### src/rtl/multicycle_pkg.sv
// -----------------------------------------------------------------------------
// multicycle_pkg
//   Shared definitions for the multicycle RV32I sequencing controller:
//   - state_t       : controller state encoding
//   - OPC_*         : RV32I major opcodes (inst[6:0])
//   - CLS_*         : bit positions of the one-hot instruction class vector
//   - ALU_*, WB_*, NPC_* : encodings driven on alu_op_type,
//                     reg_writeback_select and next_pc_select
// -----------------------------------------------------------------------------
package multicycle_pkg;

  typedef enum logic [2:0] {
    IDLE      = 3'd0,
    FETCH     = 3'd1,
    DECODE    = 3'd2,
    EXECUTE   = 3'd3,
    MEM       = 3'd4,
    WRITEBACK = 3'd5,
    HALT      = 3'd6
  } state_t;

  // RV32I major opcodes
  localparam logic [6:0] OPC_OP       = 7'b0110011;
  localparam logic [6:0] OPC_OP_IMM   = 7'b0010011;
  localparam logic [6:0] OPC_LOAD     = 7'b0000011;
  localparam logic [6:0] OPC_STORE    = 7'b0100011;
  localparam logic [6:0] OPC_BRANCH   = 7'b1100011;
  localparam logic [6:0] OPC_JAL      = 7'b1101111;
  localparam logic [6:0] OPC_JALR     = 7'b1100111;
  localparam logic [6:0] OPC_LUI      = 7'b0110111;
  localparam logic [6:0] OPC_AUIPC    = 7'b0010111;
  localparam logic [6:0] OPC_MISC_MEM = 7'b0001111;
  localparam logic [6:0] OPC_SYSTEM   = 7'b1110011;

  // One-hot instruction class bit positions
  localparam int CLS_R       = 0;
  localparam int CLS_I       = 1;
  localparam int CLS_LOAD    = 2;
  localparam int CLS_STORE   = 3;
  localparam int CLS_BRANCH  = 4;
  localparam int CLS_JAL     = 5;
  localparam int CLS_JALR    = 6;
  localparam int CLS_LUI     = 7;
  localparam int CLS_AUIPC   = 8;
  localparam int CLS_NOP     = 9;
  localparam int CLS_ILLEGAL = 10;
  localparam int CLS_W       = 11;

  // alu_op_type
  localparam logic [1:0] ALU_ADD    = 2'd0;
  localparam logic [1:0] ALU_BRANCH = 2'd1;
  localparam logic [1:0] ALU_OP     = 2'd2;
  localparam logic [1:0] ALU_OP_IMM = 2'd3;

  // reg_writeback_select
  localparam logic [2:0] WB_ALU = 3'd0;
  localparam logic [2:0] WB_MEM = 3'd1;
  localparam logic [2:0] WB_IMM = 3'd2;
  localparam logic [2:0] WB_PC4 = 3'd3;

  // next_pc_select
  localparam logic [1:0] NPC_PC4    = 2'd0;
  localparam logic [1:0] NPC_PC_IMM = 2'd1;
  localparam logic [1:0] NPC_ALU    = 2'd2;

endpackage

### src/rtl/multicycle_control_fsm_opcode_classifier.sv
// -----------------------------------------------------------------------------
// opcode_classifier
//   Purely combinational map from the 7-bit major opcode to a one-hot class
//   vector (bit positions CLS_* in multicycle_pkg). Unknown opcodes set only
//   the ILLEGAL bit.
// Ports:
//   inst_opcode  in  7        opcode field of the instruction register
//   inst_class   out CLS_W    one-hot instruction class
// -----------------------------------------------------------------------------
module opcode_classifier
  import multicycle_pkg::*;
(
  input  logic [6:0]       inst_opcode,
  output logic [CLS_W-1:0] inst_class
);

  always_comb begin
    inst_class = '0;
    case (inst_opcode)
      OPC_OP:       inst_class[CLS_R]      = 1'b1;
      OPC_OP_IMM:   inst_class[CLS_I]      = 1'b1;
      OPC_LOAD:     inst_class[CLS_LOAD]   = 1'b1;
      OPC_STORE:    inst_class[CLS_STORE]  = 1'b1;
      OPC_BRANCH:   inst_class[CLS_BRANCH] = 1'b1;
      OPC_JAL:      inst_class[CLS_JAL]    = 1'b1;
      OPC_JALR:     inst_class[CLS_JALR]   = 1'b1;
      OPC_LUI:      inst_class[CLS_LUI]    = 1'b1;
      OPC_AUIPC:    inst_class[CLS_AUIPC]  = 1'b1;
      // FENCE and ECALL/EBREAK retire as no-ops on this core
      OPC_MISC_MEM: inst_class[CLS_NOP]    = 1'b1;
      OPC_SYSTEM:   inst_class[CLS_NOP]    = 1'b1;
      default:      inst_class[CLS_ILLEGAL] = 1'b1;
    endcase
  end

endmodule

### src/rtl/multicycle_control_fsm.sv
// -----------------------------------------------------------------------------
// multicycle_control_fsm
//   Sequencing controller for the multicycle RV32I core. Walks each
//   instruction through FETCH / DECODE / EXECUTE / MEM / WRITEBACK, stalling
//   on the level-based memory handshakes, and parks in HALT on an
//   unsupported opcode until reset.
// Ports:
//   clock                  in   core clock, rising edge
//   reset                  in   asynchronous, active-low
//   inst_opcode[6:0]       in   opcode from the instruction register
//   take_branch            in   branch condition, meaningful in EXECUTE
//   inst_mem_ready         in   instruction word returned
//   data_mem_ready         in   data access completed
//   inst_mem_req           out  instruction fetch request
//   inst_reg_write_enable  out  latch fetched word into IR
//   pc_write_enable        out  update PC (retire cycle)
//   regfile_write_enable   out  write rd
//   alu_operand_a_select   out  0 = rs1, 1 = PC
//   alu_operand_b_select   out  0 = rs2, 1 = imm
//   alu_op_type[1:0]       out  ADD / BRANCH / OP / OP_IMM
//   data_mem_read_enable   out  load request
//   data_mem_write_enable  out  store request
//   reg_writeback_select[2:0] out ALU / MEM / IMM / PC+4
//   next_pc_select[1:0]    out  PC+4 / PC+imm / ALU result
//   inst_retired           out  one pulse per retired instruction
//   illegal_inst           out  sticky halt indication
// -----------------------------------------------------------------------------
module multicycle_control_fsm
  import multicycle_pkg::*;
(
  input  logic       clock,
  input  logic       reset,
  input  logic [6:0] inst_opcode,
  input  logic       take_branch,
  input  logic       inst_mem_ready,
  input  logic       data_mem_ready,
  output logic       inst_mem_req,
  output logic       inst_reg_write_enable,
  output logic       pc_write_enable,
  output logic       regfile_write_enable,
  output logic       alu_operand_a_select,
  output logic       alu_operand_b_select,
  output logic [1:0] alu_op_type,
  output logic       data_mem_read_enable,
  output logic       data_mem_write_enable,
  output logic [2:0] reg_writeback_select,
  output logic [1:0] next_pc_select,
  output logic       inst_retired,
  output logic       illegal_inst
);

  state_t           state;
  state_t           state_next;
  logic [CLS_W-1:0] cls;

  opcode_classifier u_classifier (
    .inst_opcode (inst_opcode),
    .inst_class  (cls)
  );

  // State register: reset forces IDLE immediately, so every request drops
  // in the same cycle the reset is asserted.
  always_ff @(posedge clock or negedge reset) begin
    if (!reset) begin
      state <= IDLE;
    end else begin
      state <= state_next;
    end
  end

  // Next-state logic
  always_comb begin
    state_next = state;
    case (state)
      IDLE:    state_next = FETCH;
      FETCH:   if (inst_mem_ready) state_next = DECODE;
      DECODE:  state_next = cls[CLS_ILLEGAL] ? HALT : EXECUTE;
      EXECUTE: begin
        if (cls[CLS_BRANCH] || cls[CLS_NOP]) begin
          state_next = FETCH;
        end else if (cls[CLS_LOAD] || cls[CLS_STORE]) begin
          state_next = MEM;
        end else begin
          state_next = WRITEBACK;
        end
      end
      MEM: begin
        // Only a load needs a writeback cycle; a store retires here.
        if (data_mem_ready) state_next = cls[CLS_LOAD] ? WRITEBACK : FETCH;
      end
      WRITEBACK: state_next = FETCH;
      HALT:      state_next = HALT;
      default:   state_next = IDLE;
    endcase
  end

  // Output decode from state and instruction class
  always_comb begin
    inst_mem_req          = 1'b0;
    inst_reg_write_enable = 1'b0;
    pc_write_enable       = 1'b0;
    regfile_write_enable  = 1'b0;
    alu_operand_a_select  = 1'b0;
    alu_operand_b_select  = 1'b0;
    alu_op_type           = ALU_ADD;
    data_mem_read_enable  = 1'b0;
    data_mem_write_enable = 1'b0;
    reg_writeback_select  = WB_ALU;
    next_pc_select        = NPC_PC4;
    illegal_inst          = 1'b0;
    case (state)
      FETCH: begin
        inst_mem_req          = 1'b1;
        inst_reg_write_enable = inst_mem_ready;
      end
      EXECUTE: begin
        if (cls[CLS_R]) begin
          alu_op_type = ALU_OP;
        end
        if (cls[CLS_I]) begin
          alu_op_type          = ALU_OP_IMM;
          alu_operand_b_select = 1'b1;
        end
        if (cls[CLS_LOAD] || cls[CLS_STORE] || cls[CLS_JALR]) begin
          alu_op_type          = ALU_ADD;
          alu_operand_b_select = 1'b1;
        end
        if (cls[CLS_AUIPC]) begin
          alu_operand_a_select = 1'b1;
          alu_operand_b_select = 1'b1;
        end
        if (cls[CLS_BRANCH]) begin
          alu_op_type     = ALU_BRANCH;
          pc_write_enable = 1'b1;
          next_pc_select  = take_branch ? NPC_PC_IMM : NPC_PC4;
        end
        if (cls[CLS_NOP]) begin
          pc_write_enable = 1'b1;
        end
      end
      MEM: begin
        // Address controls stay put for the whole access.
        alu_op_type           = ALU_ADD;
        alu_operand_b_select  = 1'b1;
        data_mem_read_enable  = cls[CLS_LOAD];
        data_mem_write_enable = cls[CLS_STORE];
        pc_write_enable       = cls[CLS_STORE] && data_mem_ready;
      end
      WRITEBACK: begin
        regfile_write_enable = 1'b1;
        pc_write_enable      = 1'b1;
        if (cls[CLS_LOAD]) begin
          reg_writeback_select = WB_MEM;
        end else if (cls[CLS_LUI]) begin
          reg_writeback_select = WB_IMM;
        end else if (cls[CLS_JAL] || cls[CLS_JALR]) begin
          reg_writeback_select = WB_PC4;
        end
        if (cls[CLS_JAL]) begin
          next_pc_select = NPC_PC_IMM;
        end else if (cls[CLS_JALR]) begin
          next_pc_select = NPC_ALU;
        end
      end
      HALT: illegal_inst = 1'b1;
      default: ;
    endcase
  end

  assign inst_retired = pc_write_enable;

endmodule
### config.mk
export PLATFORM = sky130hd
export DESIGN_NAME = multicycle_control_fsm
export DESIGN_NICKNAME = d
export VERILOG_FILES = /design/src/rtl/multicycle_pkg.sv /design/src/rtl/multicycle_control_fsm_opcode_classifier.sv /design/src/rtl/multicycle_control_fsm.sv
export SDC_FILE = /design/constraint.sdc
export NUM_CORES = 1
export LEC_CHECK = 0
export CELL_PAD_IN_SITES_DETAIL_PLACEMENT = 0
export CELL_PAD_IN_SITES_GLOBAL_PLACEMENT = 1
export CORE_MARGIN = 3
export CORE_UTILIZATION = 27
export DETAILED_ROUTE_END_ITERATION = 8
export GPL_TIMING_DRIVEN = 0
export PLACE_DENSITY_LB_ADDON = 0.1
export SLEW_MARGIN = 20
export SYNTH_ARGS = -nofsm -noshare
export SYNTH_HDL_FRONTEND = slang
export SYNTH_SLANG_ARGS = --single-unit
### constraint.sdc
create_clock -name clock -period 3.92 [get_ports clock]
set_clock_uncertainty 0.05 [all_clocks]
set_input_delay 0.588 -clock clock [delete_from_list [all_inputs] [get_ports clock]]
set_output_delay 0.588 -clock clock [all_outputs]
set_load 0.005 [all_outputs]
Yosys cells after proc, flatten, opt, wreduce, memory -nomap -nowiden. Cells that the tools add are included.

Output and inout port bits: 17. Input bits: 12. Flip-flop bits (word level): 3.

Reductions and logical operators: 10. Multiplexer cells: 46. Eq/ne operators: 19.

Operator list (count): $eq 7x7->1 const B (4); $mux 1 (26); $mux 2 (11); $eq 7x6->1 const B (3); $pmux 3 s6 (1); $mux 3 (5); $eq 7x5->1 const B (2); $reduce_or 11->1 (1); $eq 3x3->1 const B (3); $eq 7x2->1 const B (1); $eq 7x4->1 const B (1); $eq 3x2->1 const B (2); $logic_or 1x1->1 (4); $ne 2x2->1 const B (2); $pmux 2 s2 (1); $reduce_or 2->1 (2); $eq 3x1->1 const B (1); $logic_not 3->1 (1); $pmux 1 s3 (1); $pmux 1 s2 (1); $reduce_and 2->1 (1); $logic_and 1x1->1 (1).

Longest topological paths before layout. Gate-level depths: netlist of run 1.

Depth after elaboration: 7. Mapped depth: 6. Depth with buffers taken out: 4.

Modules after synthesis. Synthesis of run 1 repeated with hierarchy kept, for this count alone.

Cell total of the unflattened synthesis: 84. Area total of the unflattened synthesis: 559.3 um^2.

Modules (own cells, without submodules): multicycle_control_fsm (area each 384.1 um^2, times used 1, cells each 54); opcode_classifier (area each 175.2 um^2, times used 1, cells each 30).

Worst setup path before layout of run 1. OpenSTA, ideal clock, no wires.

Path kind: input port to output port. Start: in inst_opcode[3]. End: out pc_write_enable. Setup slack: 1.583 ns. Stages on the path: 6. Arrival time: 1.699 ns. Cell sequence: buf_6 -> nand4bb_4 -> or3_1 -> nor2_1 -> a221o_1 -> buf_4.

Word-level cells in the longest chain between the ends: 5.

Ends and longest elaborated chain: from (decl) (line multicycle_control_fsm.sv:33) `input logic [6:0] inst_opcode,`; $eq 7x7->1 / $eq 7x4->1 (equally long branches) (line multicycle_control_fsm_opcode_classifier.sv:19) `case (inst_opcode)`; $mux 1 / $reduce_or 2->1 (equally long branches); $mux 1, on equally long branches (line multicycle_control_fsm.sv:132, multicycle_control_fsm_opcode_classifier.sv:19); $mux 1 (line multicycle_control_fsm.sv:137) `if (cls[CLS_NOP]) begin`; $pmux 1 s3 * (line multicycle_control_fsm.sv:111) `case (state)`; to (decl) (line multicycle_control_fsm.sv:39) `output logic pc_write_enable,`.

Every way passes the cells marked *; elsewhere a longest branch is shown, timed or not.

Worst setup path in the final report of run 1.
Start: in inst_opcode[5]. End: out pc_write_enable.

Same word-level chain as after synthesis.

==> results of run 1 <==
[layout make-up]
class / count / area, um^2 / share of cell area
multi-input cells: 57 / 369 / 0.448
plain buffers: 8 / 57.6 / 0.0698
repair buffers: 25 / 250 / 0.303
well taps: 25 / 31.3 / 0.0379
clock buffers: 4 / 26.3 / 0.0319
flip-flops and latches: 3 / 75.1 / 0.0910
inverters: 4 / 15.0 / 0.0182
[metrics by stage]
stage | std cells | area, um^2 | power, W | hold WS [ns]
2_1_floorplan | 72 | 517 | 0.000159 | 0.242
3_3_place_gp | 122 | 798 | 0.000241 | 0.575
3_5_place_dp | 122 | 798 | 0.000242 | 0.587
4_1_cts | 126 | 825 | 0.000299 | 0.476
5_1_grt | 126 | 825 | 0.000324 | 0.471
6_report | 126 | 825 | 0.000295 | 0.484
[where the power goes]
| part | internal [W] | leakage [nW] | total, W | switching (W) |
|---|---|---|---|---|
| Sequential | 0.0000441 | 0.0365 | 0.0000535 | 0.00000940 |
| Clock | 0.0000381 | 0.0150 | 0.0000537 | 0.0000156 |
| Combinational | 0.000100 | 0.271 | 0.000188 | 0.0000881 |
[synthesized netlist by cell type]
cell | n | share of area
a21oi_1 | 3 | 0.029
and3_1 | 1 | 0.012
nor4b_1 | 1 | 0.017
nand4bb_4 | 1 | 0.053
o22ai_2 | 1 | 0.024
o32ai_1 | 1 | 0.017
a211o_1 | 3 | 0.051
a32oi_1 | 1 | 0.017
o21ai_0 | 2 | 0.019
nor2_1 | 10 | 0.073
or4b_1 | 1 | 0.019
nand2b_1 | 3 | 0.036
a221oi_1 | 1 | 0.017
nand3b_1 | 2 | 0.029
nor3_1 | 3 | 0.029
or2b_1 | 2 | 0.029
a31oi_1 | 1 | 0.012
or3_1 | 3 | 0.036
buf_2 | 4 | 0.039
dfrtp_1 | 3 | 0.15
buf_4 | 2 | 0.029
conb_1 | 1 | 0.0073
o211ai_1 | 1 | 0.015
a221o_1 | 1 | 0.019
o22a_1 | 1 | 0.017
buf_6 | 2 | 0.044
or4_4 | 1 | 0.022
nand3_1 | 1 | 0.0097
nor3b_1 | 2 | 0.029
nor2b_1 | 1 | 0.012
nand2_1 | 7 | 0.051
nor4_1 | 1 | 0.012
inv_1 | 4 | 0.029
[per-layer routing]
metal | global-route usage | part of all wire
met5 | 0 | 0
met2 | 0.187 | 0.44
met1 | 0.194 | 0.50
met4 | 0.0691 | 0
met3 | 0.0332 | 0.056
[worst reg2reg max path, delay by kind of cell (launching register included)]
family	cells	cell delay [ns]
buffers and inverters	1	0.16
DFF	1	0.35
and+or+nand+nor	2	0.29
AOI/OAI and AO/OA	1	0.34
[cells in the final DEF (no fill, tap or decap), drive strengths merged]
master	instances
a211o	3
a21oi	3
a221o	1
a221oi	1
a31oi	1
a32oi	1
and3	1
buf	8
clkbuf	4
clkdlybuf4s50	25
conb	1
dfrtp	3
inv	4
nand2	7
nand2b	3
nand3	1
nand3b	2
nand4bb	1
nor2	10
nor2b	1
nor3	3
nor3b	2
nor4	1
nor4b	1
o211ai	1
o21ai	2
o22a	1
o22ai	1
o32ai	1
or2b	2
or3	3
or4	1
or4b	1
[logic make-up (layout without fill, tap and decap cells)]
kind of cell,Yosys count,after routing,synth area share
buffers and inverters,12,41,0.140
AO/OA/AOI/OAI,16,16,0.237
flip-flops,3,3,0.145
AND/OR/NAND/NOR,40,40,0.470
other,1,1,0.00726
[path summary, 6_finish.rpt]
kind,start,to,slack [ns],cells after the start
max in group asynchronous,reset,state[2]$_DFFE_PN0P_,3.20,1
setup reg to reg,state[0]$_DFFE_PN0P_,state[0]$_DFFE_PN0P_,2.59,4
hold / removal,reset,state[0]$_DFFE_PN0P_,0.48,1
min in group clock,state[2]$_DFFE_PN0P_,state[2]$_DFFE_PN0P_,0.60,1
setup / recovery,inst_opcode[5],pc_write_enable,0.64,7
hold reg to reg,state[2]$_DFFE_PN0P_,state[2]$_DFFE_PN0P_,0.60,1
==> results.md, run 1 <==
- Status: finished, final reports clean
- Fmax achieved: 0.305 GHz
- Largest net degree at the start of global routing: 11
- Element type at the critical path start: input port
- Yosys warning count: 0
- Total gr overflow: 0
- Most frequent CP cell: clkdlybuf4s50_1
- Post-DRT Antenna Nets: 0
- Routed vias: 618
- Hold/Removal Path Class: input port to async pin
- Unrepaired setup endpoints after global routing: false
- Wire length per cell: 12.4 um
- CTS tree: built
- # Max-Cap Violations: 0
- Mapped cell area: 517 um^2
- Chip width: 49.7 um
- Nets: 114
- Detailed Route Iter0 Violations: 18
- End-of-flow core utilization: 0.467
- Crit path max-delay family: buffers and inverters
- Worst-skew pair later-pin latency: 0.23 ns
- Final Cycle Share: 0.836
- Number of flip-flops in the largest register: 3
- Slowest CP cell: or4b_1
- Cell count after synthesis: 72
- Tmin final: 3.28 ns
- Kind of critical path: input port to primary output
- Antenna Cells: 0
- Overall routing resource usage: 0.137
- RD Place Congestion: 0.700
- Final setup viols: 0
- Largest registers: state (3)
- Num CTS Buffers: 3
- Worst path cell trace: clkdlybuf4s50_1 > buf_2 > or4b_1 > o22ai_2 > a221o_1 > buf_4 > clkdlybuf4s50_1
- Peak VDD IR: 0.326 mV
- Most flops, register: state
- Worst Path Buf+Inv: 4
- Syn-to-layout area delta: 59.6%
- # H-tree levels: 1
- Pins over their slew limit: 0
- Setup Fix Bufs, Post-CTS: 0
- Worst setup EP type: primary output
- CTS sink count: 3
- CTS clk-pin slew, worst paths: 0.04 ns
- Final WS setup: 0.645 ns
- Row cnt: 15
- CTS Buffer Depth: 2
- Mapped Nets: 84
- Pre-CTS WS: 0.653 ns
- DRC: 0
- CP peak stage delay: 0.49 ns
- Die height: 49.7 um
- Syn_area_per_cell: 7.18 um^2
- Initial core utilization: 0.293
- Detailed placer's ending HPWL: 1200 um
- Buffers on Ports: 25
- Yosys reg bits: 3
- Final wirelength: 1560 um
- # hold bufs at CTS: 0
- Yosys cell types: 33
- Final Hold Viols: 0
- First-pass GRT wire length: 2640 um
- Routed vias/inst: 4.90
- Die area: 2470 um^2
- Core ar.: 1760 um^2
- I/O pin count: 29
- Fraction of layout cells with a size suffix above 1: 0.139
- Crit-path max FO: 10
- First-pass iteration count of the detailed router: 4
- Filler Cells Inserted: 197
- Leak Pwr: 0.322 nW
- Root buffer cell: clkbuf_4
- Post-CTS resize count: 0
- Vias in the first global route: 577
- Worst EP arrival: 2.64 ns
- WP data required: 3.28 ns
- Post-synthesis sequential area ratio: 0.145
- Initial antenna violation count: 0
- Pwr dens: 358 nW/um^2
- Sum Neg Setup Slack: 0 ns
Note: power is estimated with default switching activity, not from simulation.
==> run 2: changes to the inputs <==
--- a/config.mk
+++ b/config.mk
@@ -8,7 +8,7 @@
 export CELL_PAD_IN_SITES_DETAIL_PLACEMENT = 0
 export CELL_PAD_IN_SITES_GLOBAL_PLACEMENT = 1
 export CORE_MARGIN = 3
-export CORE_UTILIZATION = 27
+export CORE_UTILIZATION = 25
 export DETAILED_ROUTE_END_ITERATION = 8
 export GPL_TIMING_DRIVEN = 0
 export PLACE_DENSITY_LB_ADDON = 0.1
==> constraint.sdc (replaced) <==
create_clock -name clock -period 3.4 [get_ports clock]
set_clock_uncertainty 0.05 [all_clocks]
set_input_delay 0.51 -clock clock [delete_from_list [all_inputs] [get_ports clock]]
set_output_delay 0.51 -clock clock [all_outputs]
set_load 0.005 [all_outputs]
==> run 2 against run 1 <==
Effect of this change: clock power up 15%; die area is 7.0% higher; total power increased by 15%; final area is the same; global-route usage is 0.91 points lower; wire length is 1.7% higher; via count decreased by 1.5%; worst setup slack worse by 0.33 ns; register-to-register slack worse by 0.52 ns; clock-buffer cell count is the same; sequential power rose by 16%; largest cell class unchanged.
==> results.md, run 2 (same netlist as run 1, synthesis figures left out) <==
- Status: finished, final reports clean (unchanged)
- Min Hold Slack: 0.415 ns (was 0.484 ns)
- Commonest non-fill, non-tap cells in the layout: clkdlybuf4s50_1, nor2_1, nand2_1 (unchanged)
- Initial core utilization: 0.281 (was 0.293)
- Seq pwr share: 0.183 (was 0.181)
- Unrepaired setup endpoints after global routing: false (unchanged)
- Syn-to-layout area delta: 59.6% (unchanged)
- Hold/Removal Path Class: input port to async pin (unchanged)
- Most common cell after layout, fill and taps aside: clkdlybuf4s50_1 (unchanged)
- Wire length per cell: 12.6 um (was 12.4 um)
- CTS sink count: 3 (unchanged)
- Leak Pwr: 0.322 nW (unchanged)
- Overall routing resource usage: 0.127 (was 0.137)
- Pins over their slew limit: 0 (unchanged)
- WP data required: 2.84 ns (was 3.28 ns)
- Row cnt: 15 (unchanged)
- Most flops, register: state (unchanged)
- Routed vias/inst: 4.83 (was 4.90)
- Detailed placer's ending HPWL: 1240 um (was 1200 um)
- Total gr overflow: 0 (unchanged)
- Setup Fix Bufs, Post-CTS: 0 (unchanged)
- Logic pwr share: 0.634 (was 0.637)
- Detailed Route Iter0 Violations: 11 (was 18)
- Vias in the first global route: 556 (was 577)
- Worst-skew pair later-pin latency: 0.23 ns (about the same)
- First-pass iteration count of the detailed router: 5 (was 4)
- Switching Share: 0.380 (was 0.383)
- M3 GR Usage: 0.0233 (was 0.0332)
- Initial antenna violation count: 0 (unchanged)
- Clk pwr share: 0.183 (was 0.182)
- # hold bufs at CTS: 0 (unchanged)
- Fraction of layout cells with a size suffix above 1: 0.139 (unchanged)
- Final Cycle Share: 0.907
- Peak VDD IR: 0.337 mV (was 0.326 mV)
- Crit-path max FO: 10 (unchanged)
- Sum Neg Setup Slack: 0 ns (unchanged)
- Root buffer cell: clkbuf_4 (unchanged)
- Die height: 51.5 um (was 49.7 um)
- Post-DRT Antenna Nets: 0 (unchanged)
- CTS tree: built (unchanged)
- P_int: 0.000210 W (was 0.000182 W)
- # H-tree levels: 1 (unchanged)
- Final Hold Viols: 0 (unchanged)
- Worst setup EP type: primary output (unchanged)
- Number of flip-flops in the largest register: 3 (unchanged)
- Tmin final: 3.08 ns
- I/O pin count: 29 (unchanged)
- Pwr dens: 411 nW/um^2 (was 358 nW/um^2)
- Final setup viols: 0 (unchanged)
- CTS Buffer Depth: 2 (unchanged)
- Num CTS Buffers: 3 (unchanged)
- Core ar.: 1840 um^2 (was 1760 um^2)
- CTS clk-pin slew, worst paths: 0.04 ns (about the same)
- End-of-flow core utilization: 0.448 (was 0.467)
- Final wirelength: 1590 um (was 1560 um)
- Chip width: 51.5 um (was 49.7 um)
- Kind of critical path: input port to primary output (unchanged)
- Met2 usage: 0.195 (was 0.187)
- # Max-Cap Violations: 0 (unchanged)
- Nets: 114 (unchanged)
- Element type at the critical path start: input port (unchanged)
- Largest net degree at the start of global routing: 11 (unchanged)
- Worst EP arrival: 2.52 ns (was 2.64 ns)
- Post-CTS resize count: 0 (unchanged)
- Placed cells: 122 (unchanged)
- Final non-filler cell total: 126 (unchanged)
- Die area: 2650 um^2 (was 2470 um^2)
- Routed vias: 609 (was 618)
- Gr busiest metal: met2 (was met1)
- Net Switching: 0.000129 W (was 0.000113 W)
- DRC: 0 (unchanged)
- Antenna Cells: 0 (unchanged)
- RD Place Congestion: 0.699 (was 0.700)
- Buffers on Ports: 25 (unchanged)
- Fmax achieved: 0.324 GHz
- First-pass GRT wire length: 2600 um (was 2640 um)
- Global routing usage on met1: 0.184 (was 0.194)
- Largest registers: state (3) (unchanged)
==> run 2: cell counts in the layout (fill, tap and decap cells not counted) <==
Identical to the previous run, type by type.
==> run 2: worst max-delay path, stage by stage <==
cell and delay [ns]:
clkdlybuf4s50_1 0.42, buf_2 0.18, or4b_1 0.49, o22ai_2 0.15, a221o_1 0.19, buf_4 0.10
clkdlybuf4s50_1 0.48
==> run 2: final timing paths <==
path | depth (start not counted) | from | slack (ns) | end
worst max-delay path | 7 | inst_opcode[5] | 0.32 | pc_write_enable
worst min register to register | 1 | state[2]$_DFFE_PN0P_ | 0.60 | state[2]$_DFFE_PN0P_
max in group asynchronous | 1 | reset | 2.74 | state[1]$_DFFE_PN0P_
worst min-delay path | 1 | reset | 0.42 | state[0]$_DFFE_PN0P_
worst max register to register | 4 | state[0]$_DFFE_PN0P_ | 2.07 | state[0]$_DFFE_PN0P_
min in group clock | 1 | state[2]$_DFFE_PN0P_ | 0.60 | state[2]$_DFFE_PN0P_
==> run 2: routing by layer <==
layer  up-vias  wire length, um
met4         0                0
met5         -                0
li1        317                -
met2        16              716
met1       276              750
met3         0              119
==> run 2: area by class of cell <==
cell class                      instances  area [um^2]
Timing Repair Buffer                   25          250
Sequential cell                         3         75.1
Buffer                                  8         57.6
Clock buffer                            4         26.3
Fill cell                             215         1010
Tap cell                               25         31.3
Inverter                                4         15.0
Multi-Input combinational cell         57          369
==> run 2: power groups by stage <==
stage	Sequential, W	Combinational [W]	Clock (W)
3_5_place_dp	0.0000616	0.000217	0
3_3_place_gp	0.0000615	0.000215	0
5_1_grt	0.0000640	0.000240	0.0000670
6_report	0.0000619	0.000215	0.0000619
4_1_cts	0.0000616	0.000217	0.0000648
2_1_floorplan	0.0000585	0.000125	0
==> run 2: metrics by stage <==
step	total power (W)	cell area, um^2	setup slack, ns
after floorplan	0.000183	517	1.22
after global placement	0.000277	798	0.305
after detailed placement	0.000279	798	0.315
after CTS	0.000344	825	0.315
after global routing	0.000371	825	0.195
final	0.000339	825	0.316
